--- src/rtl/knn_pkg.sv ---
// Shared constants, FSM encoding and width helpers for the KNN top-K selector.
// Imported by the interface, the vote counter and the top level.
package knn_pkg;

  localparam int unsigned DefDistW  = 64;
  localparam int unsigned DefLabelW = 8;

  typedef enum logic [1:0] {
    StFill,
    StVote,
    StDone
  } state_e;

  // Width able to hold any count 0..k.
  function automatic int unsigned cnt_w(input int unsigned k);
    return $clog2(k + 1);
  endfunction

  // Width of an index into a k-entry list; never below one bit.
  function automatic int unsigned idx_w(input int unsigned k);
    return (k > 1) ? $clog2(k) : 1;
  endfunction

endpackage

--- src/rtl/knn_topk_if.sv ---
// Sample input and result output handshakes of knn_topk.
// The master drives samples and consumes results; the slave is the selector.
interface knn_topk_if
  import knn_pkg::*;
#(
  parameter int unsigned DIST_W  = DefDistW,
  parameter int unsigned LABEL_W = DefLabelW,
  parameter int unsigned K       = 4
) ();

  localparam int unsigned CntW = cnt_w(K);

  logic               in_valid;
  logic               in_ready;
  logic [DIST_W-1:0]  in_dist;
  logic [LABEL_W-1:0] in_label;
  logic               in_last;
  logic               out_valid;
  logic               out_ready;
  logic [LABEL_W-1:0] out_label;
  logic [CntW-1:0]    out_votes;
  logic [DIST_W-1:0]  out_min_dist;
  logic [CntW-1:0]    out_n;

  modport master (
    output in_valid, in_dist, in_label, in_last, out_ready,
    input  in_ready, out_valid, out_label, out_votes, out_min_dist, out_n
  );

  modport slave (
    input  in_valid, in_dist, in_label, in_last, out_ready,
    output in_ready, out_valid, out_label, out_votes, out_min_dist, out_n
  );

endinterface

--- src/rtl/knn_vote.sv ---
// Counts the valid list entries whose label matches the label at index sel_i.
// Purely combinational; evaluated once per VOTE cycle.
module knn_vote
  import knn_pkg::*;
#(
  parameter int unsigned LABEL_W = DefLabelW,
  parameter int unsigned K       = 4
) (
  input  logic [K-1:0][LABEL_W-1:0] labels_i,
  input  logic [K-1:0]              valids_i,
  input  logic [idx_w(K)-1:0]       sel_i,
  output logic [cnt_w(K)-1:0]       count_o
);

  localparam int unsigned CntW = cnt_w(K);

  logic [LABEL_W-1:0] sel_label;

  always_comb begin
    sel_label = labels_i[sel_i];
    count_o   = '0;
    for (int k = 0; k < K; k++) begin
      if (valids_i[k] && (labels_i[k] == sel_label)) begin
        count_o = count_o + CntW'(1);
      end
    end
  end

endmodule

--- src/rtl/knn_topk.sv ---
// Streaming K-nearest selector: sorted insertion of (distance, label) samples,
// then a K-cycle majority vote presented on a registered valid/ready output.
module knn_topk
  import knn_pkg::*;
#(
  parameter int unsigned DIST_W  = DefDistW,
  parameter int unsigned LABEL_W = DefLabelW,
  parameter int unsigned K       = 4
) (
  input logic       clk,
  input logic       rst_n,
  input logic       clear,
  knn_topk_if.slave bus_io
);

  localparam int unsigned CntW = cnt_w(K);
  localparam int unsigned IdxW = idx_w(K);

  state_e                    state_q, state_d;
  logic [K-1:0]              vld_q, vld_d;
  logic [K-1:0][DIST_W-1:0]  dist_q, dist_d;
  logic [K-1:0][LABEL_W-1:0] lbl_q, lbl_d;
  logic [CntW-1:0]           n_q, n_d;
  logic [IdxW-1:0]           j_q, j_d;
  logic [LABEL_W-1:0]        best_lbl_q, best_lbl_d;
  logic [CntW-1:0]           best_cnt_q, best_cnt_d;
  logic                      out_valid_q, out_valid_d;
  logic [LABEL_W-1:0]        out_label_q, out_label_d;
  logic [CntW-1:0]           out_votes_q, out_votes_d;
  logic [DIST_W-1:0]         out_min_q, out_min_d;

  logic [K-1:0]    lt;
  logic [CntW-1:0] vote_cnt;
  logic            accept;

  knn_vote #(
    .LABEL_W (LABEL_W),
    .K       (K)
  ) u_vote (
    .labels_i (lbl_q),
    .valids_i (vld_q),
    .sel_i    (j_q),
    .count_o  (vote_cnt)
  );

  always_comb begin
    accept = (state_q == StFill) && bus_io.in_valid;
    // The list is sorted with valid entries first, so lt is a thermometer code.
    for (int k = 0; k < K; k++) begin
      lt[k] = !vld_q[k] || (bus_io.in_dist < dist_q[k]);
    end

    state_d     = state_q;
    vld_d       = vld_q;
    dist_d      = dist_q;
    lbl_d       = lbl_q;
    n_d         = n_q;
    j_d         = j_q;
    best_lbl_d  = best_lbl_q;
    best_cnt_d  = best_cnt_q;
    out_valid_d = out_valid_q;
    out_label_d = out_label_q;
    out_votes_d = out_votes_q;
    out_min_d   = out_min_q;

    unique case (state_q)
      StFill: begin
        if (accept) begin
          if (lt[0]) begin
            vld_d[0]  = 1'b1;
            dist_d[0] = bus_io.in_dist;
            lbl_d[0]  = bus_io.in_label;
          end
          for (int k = 1; k < K; k++) begin
            if (lt[k] && lt[k-1]) begin
              vld_d[k]  = vld_q[k-1];
              dist_d[k] = dist_q[k-1];
              lbl_d[k]  = lbl_q[k-1];
            end else if (lt[k]) begin
              vld_d[k]  = 1'b1;
              dist_d[k] = bus_io.in_dist;
              lbl_d[k]  = bus_io.in_label;
            end
          end
          if (n_q != CntW'(K)) n_d = n_q + CntW'(1);
          if (bus_io.in_last) begin
            state_d    = StVote;
            j_d        = '0;
            best_lbl_d = '0;
            best_cnt_d = '0;
          end
        end
      end
      StVote: begin
        if (vld_q[j_q] && (vote_cnt > best_cnt_q)) begin
          best_lbl_d = lbl_q[j_q];
          best_cnt_d = vote_cnt;
        end
        if (j_q == IdxW'(K - 1)) state_d = StDone;
        else                     j_d     = j_q + IdxW'(1);
      end
      StDone: begin
        // First DONE cycle registers the result; the handshake is honoured afterwards.
        if (!out_valid_q) begin
          out_valid_d = 1'b1;
          out_label_d = best_lbl_q;
          out_votes_d = best_cnt_q;
          out_min_d   = dist_q[0];
        end else if (bus_io.out_ready) begin
          out_valid_d = 1'b0;
          vld_d       = '0;
          n_d         = '0;
          best_lbl_d  = '0;
          best_cnt_d  = '0;
          state_d     = StFill;
        end
      end
      default: state_d = StFill;
    endcase

    if (clear) begin
      state_d     = StFill;
      vld_d       = '0;
      n_d         = '0;
      j_d         = '0;
      best_lbl_d  = '0;
      best_cnt_d  = '0;
      out_valid_d = 1'b0;
      out_label_d = '0;
      out_votes_d = '0;
      out_min_d   = '0;
    end
  end

  always_ff @(posedge clk or negedge rst_n) begin
    if (!rst_n) begin
      state_q     <= StFill;
      vld_q       <= '0;
      dist_q      <= '0;
      lbl_q       <= '0;
      n_q         <= '0;
      j_q         <= '0;
      best_lbl_q  <= '0;
      best_cnt_q  <= '0;
      out_valid_q <= 1'b0;
      out_label_q <= '0;
      out_votes_q <= '0;
      out_min_q   <= '0;
    end else begin
      state_q     <= state_d;
      vld_q       <= vld_d;
      dist_q      <= dist_d;
      lbl_q       <= lbl_d;
      n_q         <= n_d;
      j_q         <= j_d;
      best_lbl_q  <= best_lbl_d;
      best_cnt_q  <= best_cnt_d;
      out_valid_q <= out_valid_d;
      out_label_q <= out_label_d;
      out_votes_q <= out_votes_d;
      out_min_q   <= out_min_d;
    end
  end

  assign bus_io.in_ready     = (state_q == StFill);
  assign bus_io.out_valid    = out_valid_q;
  assign bus_io.out_label    = out_label_q;
  assign bus_io.out_votes    = out_votes_q;
  assign bus_io.out_min_dist = out_min_q;
  assign bus_io.out_n        = n_q;

endmodule
--- src/flat_wrapper.sv ---
// flat-port wrapper written by rule: the top's interface ports become plain ports
module knn_topk_flat import knn_pkg::*;
#(
  parameter int unsigned DIST_W  = DefDistW,
  parameter int unsigned LABEL_W = DefLabelW,
  parameter int unsigned K       = 4
)
  (clk, rst_n, clear, bus_io_in_valid, bus_io_in_dist, bus_io_in_label, bus_io_in_last, bus_io_out_ready, bus_io_in_ready, bus_io_out_valid, bus_io_out_label, bus_io_out_votes, bus_io_out_min_dist, bus_io_out_n);
  knn_topk_if #(.DIST_W(DIST_W), .LABEL_W(LABEL_W), .K(K)) bus_io_i ();
  input logic clk;
  input logic rst_n;
  input logic clear;
  input wire logic [$bits(bus_io_i.in_valid)-1:0] bus_io_in_valid;
  input wire logic [$bits(bus_io_i.in_dist)-1:0] bus_io_in_dist;
  input wire logic [$bits(bus_io_i.in_label)-1:0] bus_io_in_label;
  input wire logic [$bits(bus_io_i.in_last)-1:0] bus_io_in_last;
  input wire logic [$bits(bus_io_i.out_ready)-1:0] bus_io_out_ready;
  output wire logic [$bits(bus_io_i.in_ready)-1:0] bus_io_in_ready;
  output wire logic [$bits(bus_io_i.out_valid)-1:0] bus_io_out_valid;
  output wire logic [$bits(bus_io_i.out_label)-1:0] bus_io_out_label;
  output wire logic [$bits(bus_io_i.out_votes)-1:0] bus_io_out_votes;
  output wire logic [$bits(bus_io_i.out_min_dist)-1:0] bus_io_out_min_dist;
  output wire logic [$bits(bus_io_i.out_n)-1:0] bus_io_out_n;
  assign bus_io_i.in_valid = bus_io_in_valid;
  assign bus_io_i.in_dist = bus_io_in_dist;
  assign bus_io_i.in_label = bus_io_in_label;
  assign bus_io_i.in_last = bus_io_in_last;
  assign bus_io_i.out_ready = bus_io_out_ready;
  assign bus_io_in_ready = bus_io_i.in_ready;
  assign bus_io_out_valid = bus_io_i.out_valid;
  assign bus_io_out_label = bus_io_i.out_label;
  assign bus_io_out_votes = bus_io_i.out_votes;
  assign bus_io_out_min_dist = bus_io_i.out_min_dist;
  assign bus_io_out_n = bus_io_i.out_n;
  knn_topk #(.DIST_W(DIST_W), .LABEL_W(LABEL_W), .K(K)) u_core (.clk(clk), .rst_n(rst_n), .clear(clear), .bus_io(bus_io_i));
endmodule
--- config.mk ---
export PLATFORM = sky130hd
export DESIGN_NAME = knn_topk_flat
export DESIGN_NICKNAME = d
export VERILOG_FILES = /design/src/rtl/knn_pkg.sv /design/src/rtl/knn_topk_if.sv /design/src/rtl/knn_vote.sv /design/src/rtl/knn_topk.sv /design/src/flat_wrapper.sv
export SDC_FILE = /design/constraint.sdc
export NUM_CORES = 1
export LEC_CHECK = 0
export ABC_AREA = 0
export CAP_MARGIN = 25
export CORE_ASPECT_RATIO = 1.25
export CORE_MARGIN = 2
export CORE_UTILIZATION = 45
export DETAILED_ROUTE_END_ITERATION = 8
export PLACE_DENSITY = 0.75
export SLEW_MARGIN = 25
export SYNTH_ARGS = -nofsm -noshare
export SYNTH_HDL_FRONTEND = slang
export SYNTH_HIERARCHICAL = 1
export SYNTH_SLANG_ARGS = --single-unit
--- constraint.sdc ---
create_clock -name clk -period 5.3 [get_ports clk]
set_input_delay 1.06 -clock clk [delete_from_list [all_inputs] [get_ports clk]]
set_output_delay 1.06 -clock clk [all_outputs]
set_load 0.01 [all_outputs]
After elaboration in Yosys (flattened, before gate mapping)

Cells that the tools add are included.

Flip-flop bits (word level): 386
Input port bits: 78
Output and inout port bits: 80
Word-level logic and storage cells: 166

$add $sub $neg: 5
Magnitude comparators: 6
Equal/unequal tests: 21
Mux-type cells: 75
Reductions and logical operators: 38

Operator list:

| operator                                              | count |
|---|---|
| 2-to-1 mux 64 bit                                     | 9 |
| < comparator 64 bit                                   | 4 |
| 2-to-1 mux 8 bit                                      | 16 |
| 2-to-1 mux 3 bit                                      | 15 |
| equality test 8 bit                                   | 4 |
| AND reduction 5 bit                                   | 6 |
| one-hot mux 8 bit (3 select lines)                    | 1 |
| 2-to-1 mux 2 bit                                      | 10 |
| inequality test 3 x 2 -> 1 bit, second input constant | 6 |
| binary-select mux 8 bit (select 2 bit)                | 1 |
| 2-to-1 mux 4 bit                                      | 4 |
| 2-to-1 mux 1 bit                                      | 13 |
| adder 3 x 1 -> 3 bit, second input constant           | 4 |
| inequality test 3 bit, second input constant          | 4 |
| inequality test 4 x 2 -> 1 bit, second input constant | 3 |
| AND reduction 3 bit                                   | 4 |
| logical AND 1 bit                                     | 9 |
| one-hot mux 3 bit (3 select lines)                    | 1 |
| one-hot mux 4 bit (2 select lines)                    | 1 |
| nonzero test 2 bit                                    | 4 |
| one-hot mux 2 bit (3 select lines)                    | 1 |
| one-hot mux 3 bit (2 select lines)                    | 1 |
| AND reduction 6 bit                                   | 1 |
| nonzero test 3 bit                                    | 2 |
| other kinds (14)                                      | 21 |

Depth between registers and ports, before layout

Word-level depth: 16
Depth in mapped cells: 23
Depth with buffers taken out: 21

By module

The synthesis kept the hierarchy.

Modules (own cells, without submodules):

| module   | instances | cells an instance | area an instance (um^2) | sequential area each (um^2) |
|---|---|---|---|---|
| knn_topk | 1         | 2302              | 23142.2                 | 9659.3 |
| knn_vote | 1         | 150               | 1163.6                  | 0.0 |

Worst setup path before layout

No wires, ideal clock.

Path kind: reg-to-reg
Start: register u_core.j_q[0]
End: register u_core.best_lbl_q[6]
Library setup time: 0.134 ns
Arrival time: 4.306 ns
Data required time: 5.166 ns
Path slack: 0.860 ns
Cell stages (with the launch flop): 22
Path buffers: 3
Clock period less this slack: 4.440 ns
Cell sequence: dfrtp_1 buf_6 buf_2 mux2i_1 xor2_1 a31oi_1 nor4bb_1 ha_1 nand2_1 a21oi_1 a211o_1 ha_1 nor3_1 a21oi_1 ha_1 nor2b_1 o21a_1 o211ai_1 a21oi_1 o21ai_0 clkbuf_1 o21ai_0

Cells in the longest elaborated chain, start to end: 15
Elaborated cells between the ends (all ways): 26
Those cells by class: add/sub: 3; order compare: 1; eq/ne: 5; mux: 11; reduce/logical: 6

RTL lines:

| element                                           | line            | RTL |
|---|---|---|
| from (decl)                                       | knn_topk.sv:24  | `logic [IdxW-1:0] j_q, j_d;` |
| from (signal assigned)                            | knn_topk.sv:155 | `j_q <= j_d;` |
| binary-select mux 8 bit (select 2 bit) *          | knn_vote.sv:20  | `sel_label = labels_i[sel_i];` |
| 2-to-1 mux 8 bit (not written as such) *          | knn_vote.sv:20  |  |
| equality test 8 bit                               | knn_vote.sv:23  | `if (valids_i[k] && (labels_i[k] == sel_label)) begin` |
| logical AND 1 bit                                 | knn_vote.sv:23  |  |
| 2-to-1 mux 1 bit                                  | knn_vote.sv:23  |  |
| adder 3 x 1 -> 3 bit                              | knn_vote.sv:24  | `count_o = count_o + CntW'(1);` |
| 2-to-1 mux 3 bit                                  | knn_vote.sv:23  |  |
| adder 3 x 1 -> 3 bit                              | knn_vote.sv:24  |  |
| 2-to-1 mux 3 bit                                  | knn_vote.sv:23  |  |
| adder 3 x 1 -> 3 bit                              | knn_vote.sv:24  |  |
| 2-to-1 mux 3 bit *                                | knn_vote.sv:23  |  |
| named net u_core.vote_cnt[1]                      | knn_topk.sv:33  | `logic [CntW-1:0] vote_cnt;` |
| > comparator 3 bit *                              | knn_topk.sv:95  | `if (vld_q[j_q] && (vote_cnt > best_cnt_q)) begin` |
| logical AND 1 bit *                               | knn_topk.sv:95  |  |
| inequality test 3 x 2 -> 1 bit (no source line) * | --              |  |
| AND reduction 6 bit (no source line) *            | --              |  |
| to (signal assigned)                              | knn_topk.sv:156 | `best_lbl_q <= best_lbl_d;` |
| to (decl)                                         | knn_topk.sv:25  | `logic [LABEL_W-1:0] best_lbl_q, best_lbl_d;` |

Mark *: on every way through the listed nets, which the timed path passes. The rest lies on a longest branch. The select of a mux whose other input is x is not followed.
A chain may end at the register's enable or synchronous reset.

Final worst setup path

Start: register u_core.j_q[1]
End: register u_core.best_lbl_q[7]

Same word-level chain as after synthesis.

==> results by group <==
Status
  • Status: finished, final reports clean

Power and ir drop
  • Switching share of total power: 40.8%
  • PD cells: just under 600 nW/um^2
  • Cell leakage power: 14.5 nW
  • Part of the power in the clock network: between 10% and 20%
  • Int Pwr: ~9.7 mW
  • Share of total power in combinational logic: 47.6%
  • Share of power burned in registers: 33.7%
  • IR Drop Worst-Case VDD: ~0.33 mV
  • Sw power: 6.67 mW

Timing
  • Setup Viol. Count Final: 0
  • Fin. Hold Viols: 0
  • Transition at the pin with the smallest max-transition slack: 0.916 ns
  • Share of the cycle needed by the critical path after routing: 90.8%
  • Final TNS setup: 0 ns
  • RSZ-0062 raised after global routing: false
  • Worst hold margin: about 0.48 ns
  • Worst slew margin relative to its limit: 38.9%
  • Shortest clock period the worst path allows after layout: just under 5 ns
  • Skew final: 0.0269 ns
  • Maximum frequency from static timing analysis: 208 MHz
  • Max-slew violations: 0

Synthesis
  • Per-instance average area after synthesis: 9.91 um^2
  • Leading post-synthesis cells by cell area: sky130_fd_sc_hd__dfrtp_1 40%, sky130_fd_sc_hd__ha_1 14%, sky130_fd_sc_hd__mux2i_1 9.3%, sky130_fd_sc_hd__a21oi_1 4.9%, sky130_fd_sc_hd__mux2_4 4.3%
  • Count of different cell masters after synthesis: 65
  • Yosys warns: 6
  • Post-synth EDFFs: 0
  • Post-synth top area share: roughly two fifths
  • Most used standard cell by instance count after synthesis: sky130_fd_sc_hd__dfrtp_1
  • Async SR Flop Fraction: 100%
  • Proportion of synthesized chip area in sequential cells: 39.7%
  • Cell accounting for the most synthesized area: sky130_fd_sc_hd__dfrtp_1
  • Flip-flop cell with the highest count after synthesis: sky130_fd_sc_hd__dfrtp_1
  • Ranking of synthesized cells by instance count: 386 x sky130_fd_sc_hd__dfrtp_1, 269 x sky130_fd_sc_hd__inv_1, 265 x sky130_fd_sc_hd__ha_1
  • Area of the mapped netlist: 24300 um^2
  • Post-Syn Nets: around 2800
  • Count of state elements after synthesis: 386
  • Number of standard cells after synthesis: roughly 2500

Finish
  • Fraction of layout instances using a drive strength above 1: 8.58%
  • Signed area change from the synthesized netlist to the final layout: 16.8%
  • Storage cell area: slightly below 10000 um^2
  • Count of nets after finishing: 2948
  • Fill count: 4621
  • Final standard cell utilization of the core: between 50 and 60%
  • Area used by multi-input combinational logic: roughly 13000 um^2

GRT
  • Total congestion overflow after global routing: 0
  • Via count of the first global-routing pass: around 20000
  • Global-route total usage across every layer: 23.1%
  • Global-route wire length before repair: 103000 um
  • Antenna violations before repair: 4
  • Pin count of the biggest net entering global routing: 107

Placement
  • Weighted congestion reported at the end of routability-driven placement: 0.885
  • Buffers added on ports: 157
  • Post-detail-place hpwl: between 40000 and 50000 um

Clocking
  • Buffer cell driving the clock tree root: sky130_fd_sc_hd__clkbuf_16
  • Latest clock arrival within the worst-skew pair: 0.58 ns
  • TritonCTS clock tree: done
  • Resized Gates After CTS: 0
  • Post-CTS Setup Repair Bufs: 0
  • Number of buffers created by CTS: 42
  • Sink Count: 386
  • Buffers from clock root to sink, at most: 3
  • Hold_buf cts: 0
  • Clock-pin slew on the worst setup and hold paths: 0.06 ns
  • CTS HTree Levels: 2

Critical path
  • Data arrival time of the worst path: 5.27 ns
  • Worst reg-to-reg path cell count: 20
  • Worst path bufs/invs: 1
  • Startpoint of the worst register-to-register path: u_core/j_q[1]
  • Worst EP required: ~5.8 ns
  • Internal reg-to-reg setup slack: around 0.49 ns
  • Critical path class: flop to flop
  • Critical path startpoint category: flop
  • Max FO, Critical Path: 22
  • Terminus of the critical flop-to-flop path: u_core/best_lbl_q[7]
  • Largest stage delay, worst path: about 0.64 ns
  • Slowest CP cell: sky130_fd_sc_hd__dfrtp_1
  • Cell-by-cell trace of the critical path: mux2_2 -> o21ai_0 -> xor2_1 -> o211ai_1 -> nor4bb_1 -> ha_1 -> nand2_1 -> a21oi_1 -> a211o_1 -> ha_1 -> nor3_1 -> a21oi_1 -> ha_1 -> nor2b_1 -> o21a_1 -> o211ai_1 -> a21oi_1 -> o21ai_1 -> buf_4 -> o21ai_0
  • Capturing element type of the critical path: flop
  • Family of cells with the greatest summed delay on the critical path: compound AO/OA/AOI/OAI gates

Drt
  • Vias: 18900
  • Wire per inst: 19.0 um
  • Violation count after the first detailed-routing iteration: approximately 1100
  • Number of search-and-repair iterations in the first detailed-routing pass: 5
  • DRT Wirelength: around 64000 um
  • Routed vias/inst: approximately 5.6
  • Remaining antenna violation count: 0
  • Number of design rule violations left after detail routing: 0

Worst hold path
  • Source of the worst hold timing path: u_core/best_lbl_q[1]
  • End point of the most critical hold path: u_core/best_lbl_q[1]
  • Path class of the lowest-slack min-delay path: flop to flop
  • Number of instances on the worst hold path: 2

Die
  • Effective utilization at floorplan: 45.3%
  • Chip Width: 212 um
  • Std cell rows: 95
  • Die extent in y: about 260 um
  • Area enclosed by the die boundary: 55900 um^2
  • I/O pin count: 158
  • Core outline area: 53600 um^2

Flow run
  • Number of maximum-capacitance constraint violations: 0
[cell usage in the layout (no fill, tap or decap), drive strengths merged, types with 15 or more instances in the layout]
cell type and n:
a22o 75, buf 60, clkbuf 62, o21ai 142, nand3 19, mux2i 229, nor2 177, nand2 171
a21oi 239, a21o 50, clkdlybuf4s50 156, ha 265, xor2 21, xnor2 34, dfrtp 386, mux2 74
inv 270, nand4 36, a211oi 15, nor3 15
[cell type report]
| class | instances | share of cell area (%) |
|---|---|---|
| Multi-Input combinational cell | 1690 | 46.4 |
| Sequential cell | 386 | 34.0 |
| Timing Repair Buffer | 216 | 7.84 |
| Clock buffer | 62 | 4.50 |
| Inverter | 269 | 3.56 |
| Tap cell | 727 | 3.20 |
| Clock inverter | 10 | 0.489 |
| Antenna cell | 2 | 0.0176 |
[sequential cells by signal, indices dropped and copies added (netlist names)]
signal / cells
u_core/bus_io.out_label: 8
u_core/bus_io.out_votes: 3
u_core/best_cnt_q: 3
u_core/lbl_q: 32
u_core/j_q: 2
u_core/bus_io.out_valid: 1
u_core/best_lbl_q: 8
u_core/dist_q: 256
u_core/state_q: 2
u_core/bus_io.out_n: 3
u_core/bus_io.out_min_dist: 64
u_core/vld_q: 4
[metal layers]
metal  global-route usage, %  wire length [um]  vias to the layer above
met5                       0                28                        -
met4                    9.15              2560                        4
met3                    3.70              3060                      158
met2                    40.8             32200                      490
met1                    27.9             26100                     9337
li1                        -                 -                     8927
[worst reg2reg max path: stages (launching register included)]
cell and delay [ns]:
sky130_fd_sc_hd__dfrtp_1 0.64, sky130_fd_sc_hd__mux2_2 0.39, sky130_fd_sc_hd__o21ai_0 0.31, sky130_fd_sc_hd__xor2_1 0.23, sky130_fd_sc_hd__o211ai_1 0.13, sky130_fd_sc_hd__nor4bb_1 0.30, sky130_fd_sc_hd__ha_1 0.32, sky130_fd_sc_hd__nand2_1 0.08
sky130_fd_sc_hd__a21oi_1 0.05, sky130_fd_sc_hd__a211o_1 0.32, sky130_fd_sc_hd__ha_1 0.30, sky130_fd_sc_hd__nor3_1 0.18, sky130_fd_sc_hd__a21oi_1 0.09, sky130_fd_sc_hd__ha_1 0.30, sky130_fd_sc_hd__nor2b_1 0.13, sky130_fd_sc_hd__o21a_1 0.16
sky130_fd_sc_hd__o211ai_1 0.19, sky130_fd_sc_hd__a21oi_1 0.09, sky130_fd_sc_hd__o21ai_1 0.12, sky130_fd_sc_hd__buf_4 0.25, sky130_fd_sc_hd__o21ai_0 0.12
[how the worst max path moves through the flow]
| stage | cells after the start | end | from | slack (ns) |
|---|---|---|---|---|
| global route | 20 | u_core/best_lbl_q[4] | u_core/j_q[1] | 0.03 |
| CTS | 20 | u_core/best_lbl_q[2] | u_core/j_q[1] | 0.44 |
| global placement | 13 | u_core/dist_q[66] | bus_io_in_dist[61] | 0.23 |
| detailed placement | 13 | u_core/dist_q[97] | bus_io_in_dist[61] | 0.08 |
| finish | 20 | u_core/best_lbl_q[7] | u_core/j_q[1] | 0.49 |
| floorplan | 21 | u_core/best_lbl_q[6] | u_core/j_q[0] | 0.86 |
[through the flow]
step                cells  power, mW  instance area, um^2  worst slack, ns
finish               3362       16.4                28400            0.486
global route         3362       17.6                28400           0.0316
CTS                  3359       16.4                28400            0.444
detailed placement   3287       13.3                26900           0.0789
global placement     3287       12.8                26900            0.231
floorplan            2452       10.8                24300            0.860
[logic make-up (layout without fill, tap and decap cells)]
family / after synthesis / count (layout) / synth area share (%)
muxes: 312 / 312 / 14.8
DFF: 386 / 386 / 39.7
adders and majority gates: 265 / 265 / 13.6
and+or+nand+nor: 472 / 472 / 8.70
xor gates and xnor gates: 55 / 55 / 1.98
AOI/OAI and AO/OA: 586 / 586 / 14.7
buffers and inverters: 376 / 557 / 6.38
other: 0 / 2 / 0
[power by group through the flow]
stage / logic (mW) / registers (mW) / clock network (mW)
2_1_floorplan: 5.66 / 5.16 / 0
3_3_place_gp: 7.32 / 5.47 / 0
3_5_place_dp: 7.71 / 5.54 / 0
4_1_cts: 7.78 / 5.51 / 3.11
5_1_grt: 8.70 / 5.69 / 3.23
6_report: 7.78 / 5.51 / 3.06
Note: power is estimated with default switching activity, not from simulation.
